--- config.mk ---
export PLATFORM = sky130hd
export DESIGN_NAME = i2c_xfer_sequencer
export DESIGN_NICKNAME = d
export VERILOG_FILES = /design/src/rtl/i2c_xfer_sequencer.sv
export SDC_FILE = /design/constraint.sdc
export NUM_CORES = 1
export LEC_CHECK = 0
export CAP_MARGIN = 10
export CORE_ASPECT_RATIO = 1.25
export CORE_MARGIN = 5
export CORE_UTILIZATION = 50
export CTS_BUF_LIST = sky130_fd_sc_hd__clkbuf_4 sky130_fd_sc_hd__clkbuf_8
export CTS_CLUSTER_DIAMETER = 80
export DETAILED_ROUTE_END_ITERATION = 8
export PLACE_DENSITY_LB_ADDON = 0.15
export SLEW_MARGIN = 20
export SYNTH_ARGS = -nofsm -noshare
export SYNTH_HDL_FRONTEND = slang
export SYNTH_SLANG_ARGS = --single-unit
--- constraint.sdc ---
create_clock -name i_sysclk -period 3.1 [get_ports i_sysclk]
set_input_delay 0.465 -clock i_sysclk [delete_from_list [all_inputs] [get_ports i_sysclk]]
set_output_delay 0.465 -clock i_sysclk [all_outputs]
set_load 0.02 [all_outputs]
--- src/rtl/i2c_xfer_sequencer.sv ---
// i2c_xfer_sequencer: turns one request (device, register, R/W, length) into
// the complete CR/DR/SR register-access sequence on an i2c_top_module host bus,
// then reports a per-transfer status.
module i2c_xfer_sequencer #(
  parameter int unsigned LEN_W   = 4,
  parameter int unsigned TMO_CYC = 1048576,
  parameter int unsigned TMO_W   = 21
) (
  input  logic             i_sysclk,
  input  logic             i_reset,
  input  logic [7:0]       i_fdr,
  input  logic             i_req_valid,
  output logic             o_req_ready,
  input  logic             i_req_rw,
  input  logic [6:0]       i_req_dev,
  input  logic [7:0]       i_req_reg,
  input  logic [LEN_W-1:0] i_req_len,
  input  logic             i_wdata_valid,
  input  logic [7:0]       i_wdata,
  output logic             o_wdata_ready,
  output logic             o_rdata_valid,
  output logic [7:0]       o_rdata,
  output logic             o_rdata_last,
  output logic             o_done,
  output logic [1:0]       o_status,
  output logic             o_busy,
  output logic             o_wr_ena,
  output logic [4:0]       o_wr_addr,
  output logic [7:0]       o_wr_data,
  output logic             o_rd_ena,
  output logic [4:0]       o_rd_addr,
  input  logic [7:0]       i_rd_data,
  input  logic             i_interrupt
);

  localparam logic [4:0] A_FDR = 5'h04;
  localparam logic [4:0] A_CR  = 5'h08;
  localparam logic [4:0] A_SR  = 5'h0C;
  localparam logic [4:0] A_DR  = 5'h10;
  localparam logic [TMO_W-1:0] TMO_LAST = TMO_W'(TMO_CYC - 1);

  typedef enum logic [4:0] {
    INIT_FDR, INIT_CR0, INIT_CR1, IDLE, START, TX_DEVW, TX_REG, TX_DATA,
    WDATA_WAIT, RESTART, TX_DEVR, RX_SETUP, RX_DUMMY, RX_CTRL, RX_RD,
    WAIT_IRQ, RD_SR, CLR_SR, STOP, DONE
  } state_t;

  state_t           state, state_n, ret, ret_n;
  logic [1:0]       ph, ph_n;
  logic [LEN_W-1:0] cnt, cnt_n;
  logic [6:0]       dev, dev_n;
  logic [7:0]       sub, sub_n;
  logic             rw, rw_n;
  logic             tx_chk, tx_n;
  logic             sr_mal, mal_n, sr_rxak, rxak_n;
  logic [7:0]       wbyte, wbyte_n;
  logic [TMO_W-1:0] tmo, tmo_n;
  logic [1:0]       status_n;

  logic             wr_req, rd_req, acc_end;
  logic [4:0]       wr_a, rd_a;
  logic [7:0]       wr_v;

  logic             ready_n, wready_n, rvalid_n, rlast_n, done_n, busy_n;
  logic [7:0]       rdata_n, wr_data_n;
  logic             wr_en_n, rd_en_n;
  logic [4:0]       wr_addr_n, rd_addr_n;

  // Bus access each state needs: register target and value
  always_comb begin
    wr_req = 1'b0;
    wr_a   = A_CR;
    wr_v   = '0;
    rd_req = 1'b0;
    rd_a   = A_DR;
    unique case (state)
      INIT_FDR: begin wr_req = 1'b1; wr_a = A_FDR; wr_v = i_fdr; end
      INIT_CR0: begin wr_req = 1'b1; wr_v = 8'h80; end
      INIT_CR1: begin wr_req = 1'b1; wr_v = 8'hC0; end
      START:    begin wr_req = 1'b1; wr_v = 8'hF0; end
      TX_DEVW:  begin wr_req = 1'b1; wr_a = A_DR; wr_v = {dev, 1'b0}; end
      TX_REG:   begin wr_req = 1'b1; wr_a = A_DR; wr_v = sub; end
      TX_DATA:  begin wr_req = 1'b1; wr_a = A_DR; wr_v = wbyte; end
      RESTART:  begin wr_req = 1'b1; wr_v = 8'hF4; end
      TX_DEVR:  begin wr_req = 1'b1; wr_a = A_DR; wr_v = {dev, 1'b1}; end
      // A single-byte read must NACK its only byte, so TXAK goes in before the dummy read
      RX_SETUP: begin wr_req = 1'b1; wr_v = (cnt == '0) ? 8'hE8 : 8'hE0; end
      RX_DUMMY: rd_req = 1'b1;
      RX_CTRL: begin
        if (cnt == '0) begin
          wr_req = 1'b1; wr_v = 8'hC8;
        end else if (cnt == LEN_W'(1)) begin
          wr_req = 1'b1; wr_v = 8'hE8;
        end
      end
      RX_RD:    rd_req = 1'b1;
      RD_SR:    begin rd_req = 1'b1; rd_a = A_SR; end
      CLR_SR:   begin wr_req = 1'b1; wr_a = A_SR; wr_v = 8'h00; end
      STOP:     begin wr_req = 1'b1; wr_v = 8'hC0; end
      default:  ;
    endcase
  end

  // Next-state, strobe sequencing and registered-output next values
  always_comb begin
    state_n   = state;
    ret_n     = ret;
    ph_n      = ph;
    cnt_n     = cnt;
    dev_n     = dev;
    sub_n     = sub;
    rw_n      = rw;
    tx_n      = tx_chk;
    mal_n     = sr_mal;
    rxak_n    = sr_rxak;
    wbyte_n   = wbyte;
    tmo_n     = '0;
    status_n  = o_status;
    wr_en_n   = 1'b0;
    wr_addr_n = o_wr_addr;
    wr_data_n = o_wr_data;
    rd_en_n   = 1'b0;
    rd_addr_n = o_rd_addr;
    wready_n  = 1'b0;
    rvalid_n  = 1'b0;
    rdata_n   = o_rdata;
    rlast_n   = 1'b0;
    acc_end   = 1'b0;

    // Write: strobe cycle then one idle cycle. Read: strobe, idle, then sample.
    if (wr_req) begin
      if (ph == 2'd0) begin
        wr_en_n = 1'b1; wr_addr_n = wr_a; wr_data_n = wr_v; ph_n = 2'd1;
      end else begin
        ph_n = 2'd0; acc_end = 1'b1;
      end
    end else if (rd_req) begin
      if (ph == 2'd0) begin
        rd_en_n = 1'b1; rd_addr_n = rd_a; ph_n = 2'd1;
      end else if (ph == 2'd1) begin
        ph_n = 2'd2;
      end else begin
        ph_n = 2'd0; acc_end = 1'b1;
      end
    end

    unique case (state)
      INIT_FDR: if (acc_end) state_n = INIT_CR0;
      INIT_CR0: if (acc_end) state_n = INIT_CR1;
      INIT_CR1: if (acc_end) state_n = IDLE;
      IDLE: begin
        if (i_req_valid && o_req_ready) begin
          dev_n    = i_req_dev;
          sub_n    = i_req_reg;
          rw_n     = i_req_rw;
          cnt_n    = i_req_len;
          status_n = 2'b00;
          state_n  = START;
        end
      end
      START:   if (acc_end) state_n = TX_DEVW;
      TX_DEVW: if (acc_end) begin tx_n = 1'b1; ret_n = TX_REG; state_n = WAIT_IRQ; end
      TX_REG: begin
        if (acc_end) begin
          tx_n    = 1'b1;
          ret_n   = rw ? RESTART : WDATA_WAIT;
          state_n = WAIT_IRQ;
        end
      end
      WDATA_WAIT: begin
        if (i_wdata_valid) begin
          wready_n = 1'b1;
          wbyte_n  = i_wdata;
          state_n  = TX_DATA;
        end
      end
      TX_DATA: begin
        if (acc_end) begin
          tx_n    = 1'b1;
          state_n = WAIT_IRQ;
          if (cnt == '0) begin
            ret_n = STOP;
          end else begin
            ret_n = WDATA_WAIT;
            cnt_n = cnt - LEN_W'(1);
          end
        end
      end
      RESTART:  if (acc_end) state_n = TX_DEVR;
      TX_DEVR:  if (acc_end) begin tx_n = 1'b1; ret_n = RX_SETUP; state_n = WAIT_IRQ; end
      RX_SETUP: if (acc_end) state_n = RX_DUMMY;
      RX_DUMMY: if (acc_end) begin tx_n = 1'b0; ret_n = RX_CTRL; state_n = WAIT_IRQ; end
      RX_CTRL: begin
        if (cnt > LEN_W'(1)) state_n = RX_RD;
        else if (acc_end)    state_n = RX_RD;
      end
      RX_RD: begin
        if (acc_end) begin
          rvalid_n = 1'b1;
          rdata_n  = i_rd_data;
          rlast_n  = (cnt == '0);
          if (cnt == '0) begin
            state_n = DONE;
          end else begin
            cnt_n   = cnt - LEN_W'(1);
            tx_n    = 1'b0;
            ret_n   = RX_CTRL;
            state_n = WAIT_IRQ;
          end
        end
      end
      WAIT_IRQ: begin
        if (i_interrupt) begin
          state_n = RD_SR;
        end else if (tmo == TMO_LAST) begin
          status_n = 2'b11;
          state_n  = STOP;
        end else begin
          tmo_n = tmo + TMO_W'(1);
        end
      end
      RD_SR: begin
        if (acc_end) begin
          mal_n   = i_rd_data[4];
          rxak_n  = i_rd_data[0];
          state_n = CLR_SR;
        end
      end
      CLR_SR: begin
        if (acc_end) begin
          if (sr_mal) begin
            status_n = 2'b10; state_n = STOP;
          end else if (tx_chk && sr_rxak) begin
            status_n = 2'b01; state_n = STOP;
          end else begin
            state_n = ret;
          end
        end
      end
      STOP:    if (acc_end) state_n = DONE;
      DONE:    state_n = IDLE;
      default: state_n = INIT_FDR;
    endcase

    ready_n = (state_n == IDLE);
    busy_n  = !(state_n inside {INIT_FDR, INIT_CR0, INIT_CR1, IDLE});
    done_n  = (state_n == DONE);
  end

  // State, datapath and registered outputs
  always_ff @(posedge i_sysclk or posedge i_reset) begin
    if (i_reset) begin
      state         <= INIT_FDR;
      ret           <= INIT_FDR;
      ph            <= '0;
      cnt           <= '0;
      dev           <= '0;
      sub           <= '0;
      rw            <= 1'b0;
      tx_chk        <= 1'b0;
      sr_mal        <= 1'b0;
      sr_rxak       <= 1'b0;
      wbyte         <= '0;
      tmo           <= '0;
      o_status      <= '0;
      o_req_ready   <= 1'b0;
      o_wdata_ready <= 1'b0;
      o_rdata_valid <= 1'b0;
      o_rdata       <= '0;
      o_rdata_last  <= 1'b0;
      o_done        <= 1'b0;
      o_busy        <= 1'b0;
      o_wr_ena      <= 1'b0;
      o_wr_addr     <= '0;
      o_wr_data     <= '0;
      o_rd_ena      <= 1'b0;
      o_rd_addr     <= '0;
    end else begin
      state         <= state_n;
      ret           <= ret_n;
      ph            <= ph_n;
      cnt           <= cnt_n;
      dev           <= dev_n;
      sub           <= sub_n;
      rw            <= rw_n;
      tx_chk        <= tx_n;
      sr_mal        <= mal_n;
      sr_rxak       <= rxak_n;
      wbyte         <= wbyte_n;
      tmo           <= tmo_n;
      o_status      <= status_n;
      o_req_ready   <= ready_n;
      o_wdata_ready <= wready_n;
      o_rdata_valid <= rvalid_n;
      o_rdata       <= rdata_n;
      o_rdata_last  <= rlast_n;
      o_done        <= done_n;
      o_busy        <= busy_n;
      o_wr_ena      <= wr_en_n;
      o_wr_addr     <= wr_addr_n;
      o_wr_data     <= wr_data_n;
      o_rd_ena      <= rd_en_n;
      o_rd_addr     <= rd_addr_n;
    end
  end

endmodule

==> results of run 1 <==
==> power groups by stage <==
stage | registers, mW | logic, mW | clock network [mW]
global placement | 1.72 | 1.75 | 0
floorplan | 1.76 | 1.10 | 0
global route | 1.75 | 1.93 | 0.927
detailed placement | 1.74 | 1.76 | 0
finish | 1.72 | 1.77 | 0.861
CTS | 1.71 | 1.77 | 0.875
==> final timing paths <==
kind	cells after the start	end	slack [ps]	startpoint
setup / recovery	6	o_rdata[0]$_DFFE_PP0P_	410	state[2]$_DFF_PP0_
hold / removal	1	tmo[0]$_DFF_PP0_	490	tmo[0]$_DFF_PP0_
setup reg to reg	6	o_rdata[0]$_DFFE_PP0P_	410	state[2]$_DFF_PP0_
hold reg to reg	1	tmo[0]$_DFF_PP0_	490	tmo[0]$_DFF_PP0_
max in group asynchronous	3	state[4]$_DFF_PP0_	1910	i_reset
min in group asynchronous	2	o_rdata[6]$_DFFE_PP0P_	500	i_reset
==> cell families (layout without fill, tap and decap cells) <==
logic type,Yosys count,count (layout),synth area share [%]
compound gates,114,114,16.0
other cells,1,4,0.0751
mux,13,13,2.93
fa+ha+maj,4,4,1.00
buf+inv,47,133,4.33
flops,95,95,47.6
xor+xnor,20,20,3.51
simple gates,266,266,24.6
==> registers in the layout, summed over array words and instances (netlist names), 2 cells and up <==
register	count
tmo	21
o_wr_data	8
state	5
sub	8
dev	7
wbyte	8
ph	2
cnt	4
o_rd_addr	2
o_wr_addr	3
o_status	2
ret	5
o_rdata	8
==> layout make-up <==
class	count	area [µm²]
fill	892	3520
tap	126	158
clock buffer	10	138
timing repair buffer	101	971
clock inverter	6	67.6
multi-input combinational	421	2410
inverter	16	62.6
sequential	95	2380
==> metrics by stage <==
stage                     utilization (%)  setup WS, ps  hold WS, ps  instances  instance area (µm²)
after floorplan                         -           158          441        563                 5010
after global placement               61.6           494          458        759                 5980
after detailed placement             61.6           433          469        759                 5980
after CTS                            63.7           420          484        775                 6190
after global routing                 63.7           310          517        775                 6190
final                                63.7           410          487        775                 6190
==> placed cells by master, fill, tap and decap left out, drive strengths merged, types with 6 or more instances in the layout <==
cell,synthesis,final
a31oi,9,9
nor2,60,60
and3,10,10
dfrtp,95,95
a21oi,24,24
nand2,116,116
buf,14,21
clkdlybuf4s50,0,80
inv,14,16
o21ai,27,27
clkbuf,17,10
nand3,18,18
and2,9,9
nor3,11,11
or2,6,6
xor2,12,12
nor2b,6,6
xnor2,8,8
nand2b,8,8
mux2,13,13
nand4,8,8
==> layer usage <==
layer | vias to the layer above | track usage, %
li1 | 2100 | -
met1 | 2155 | 29.4
met2 | 162 | 38.6
met3 | 35 | 3.78
met4 | 0 | 11.1
met5 | - | 0
==> results.toml, run 1 <==
[outcome]
outcome = "complete, no violations"

[clock_tree]
cts_resized = 0
clockBufferDepth = 2
cts-root-buf = "clkbuf_8"
ctsHtreeMaxLevel = 3
cts_setup_buffers = 0
cts_tree = "yes"
cts-buffers-inserted = 9
clkTransAtPathRegs_ps = 90
clock_sinks = 95
cts_hold_buffers = 0
worstSkewPairLatency_ps = 380

[floorplanning]
dieArea_um2 = 12100
row_count = 40
die_w_um = 99.4
num_io_pins = 85
initial_core_util_pct = 51.4
die_y_um = 122
coreArea_um2 = 9710

[finish]
syn2layout_area_growth_pct = 23.8
drive_gt1_share_pct = 10.2
nets = 697
insertedDiodeCount = 0

[power_and_ir_drop]
power.net_switching_mw = 1.70
p_leak_nw = 2.78
pwr-share-seq_pct = 39.5
clock_power_share_pct = 19.8
power_density_nw_per_um2 = 704
sw_frac_of_total_pct = 39.1
vdd_drop_max_mv = 0.364
combPwrFrac_pct = 40.8
total_power_mw = 4.35
p_int_mw = 2.65

[drt]
routed_wirelength_um = 13900
wl_met2_um = 7000
first_iter_violations = 335
vias_per_cell = 5.74
wl_met3_um = 759
drc = 0
wl_per_cell_um = 17.9
postRouteAntennaNets = 0
dr.pass1.iters = 6
top_layer_used = "met4"
wl_met1_um = 5700
vias = 4452

[setup_path]
path_cells = "or4b_4 -> a21oi_4 -> a22o_4 -> o21a_2 -> and2_1 -> mux2_2"
crit_type = "reg2reg"
path_delay_family = "simple AND/OR/NAND/NOR gates"
end_kind = "flip-flop"
crit_path_start_kind = "flip-flop"
cp_num_buf_inv = 0
slowest_stage = "or4b_4"
max_stage_delay_ps = 560
cp.arrival_ps = 2960
worstPathRequired_ps = 3370
crit_fanout = 10

[synthesis]
ys_seq_elements = 95
async_flop_share_pct = 100
synth_top_cell_by_area = "dfrtp_1"
avgSynthCellArea_um2 = 8.92
synth_top_area_share_pct = 47.6
synth-main-ff-cell = "dfrtp_1"
synth_cells = 560
ys_warn_count = 0
netlist_area_um2 = 4990
synth_cell_type_count = 68
synthTopCellsByArea = "dfrtp_1, nand2_1, nor2_1"
synth_most_common_cell = "nand2_1"
synth-edff-count = 0
synth_common_cells = "nand2_1, dfrtp_1, nor2_1, o21ai_0, a21oi_1"
ys_seq_area_share_pct = 47.6

[sta]
setup_viol = 0
timing.final.crit_share_pct = 86.8
fin_crit_ps = 2690
finalHoldViolCount = 0
rsz0062_at_grt = "false"
clock_skew_ps = 11.7
drv_slew = 0
max_freq_mhz = 372
tns_ps = 0
worst_pin_slew_ps = 841
relSlewSlack_pct = 43.4

[placed_design]
io_buffer_count = 80
gp_congestion = 0.950
dp_hpwl_um = 10400

[global_routing]
grt-ovfl-total = 0
antenna_found_initial = 0
grt_max_degree = 49
grt_pass1_vias = 4409
grt_pass1_wl_um = 22100
grtUsageTotal_pct = 23.2

[min_path]
hold_path_class = "reg2reg"

[job]
maxCapViolations = 0
Note: power is estimated with default switching activity, not from simulation.
==> run 2, diff against run 1 <==
--- a/config.mk
+++ b/config.mk
@@ -12,6 +12,7 @@
 export CTS_BUF_LIST = sky130_fd_sc_hd__clkbuf_4 sky130_fd_sc_hd__clkbuf_8
 export CTS_CLUSTER_DIAMETER = 80
 export DETAILED_ROUTE_END_ITERATION = 8
+export GPL_TIMING_DRIVEN = 1
 export PLACE_DENSITY_LB_ADDON = 0.15
 export SLEW_MARGIN = 20
 export SYNTH_ARGS = -nofsm -noshare
==> results of run 2 <==
Final layout, timing and power as in run 1 (identical DEF).
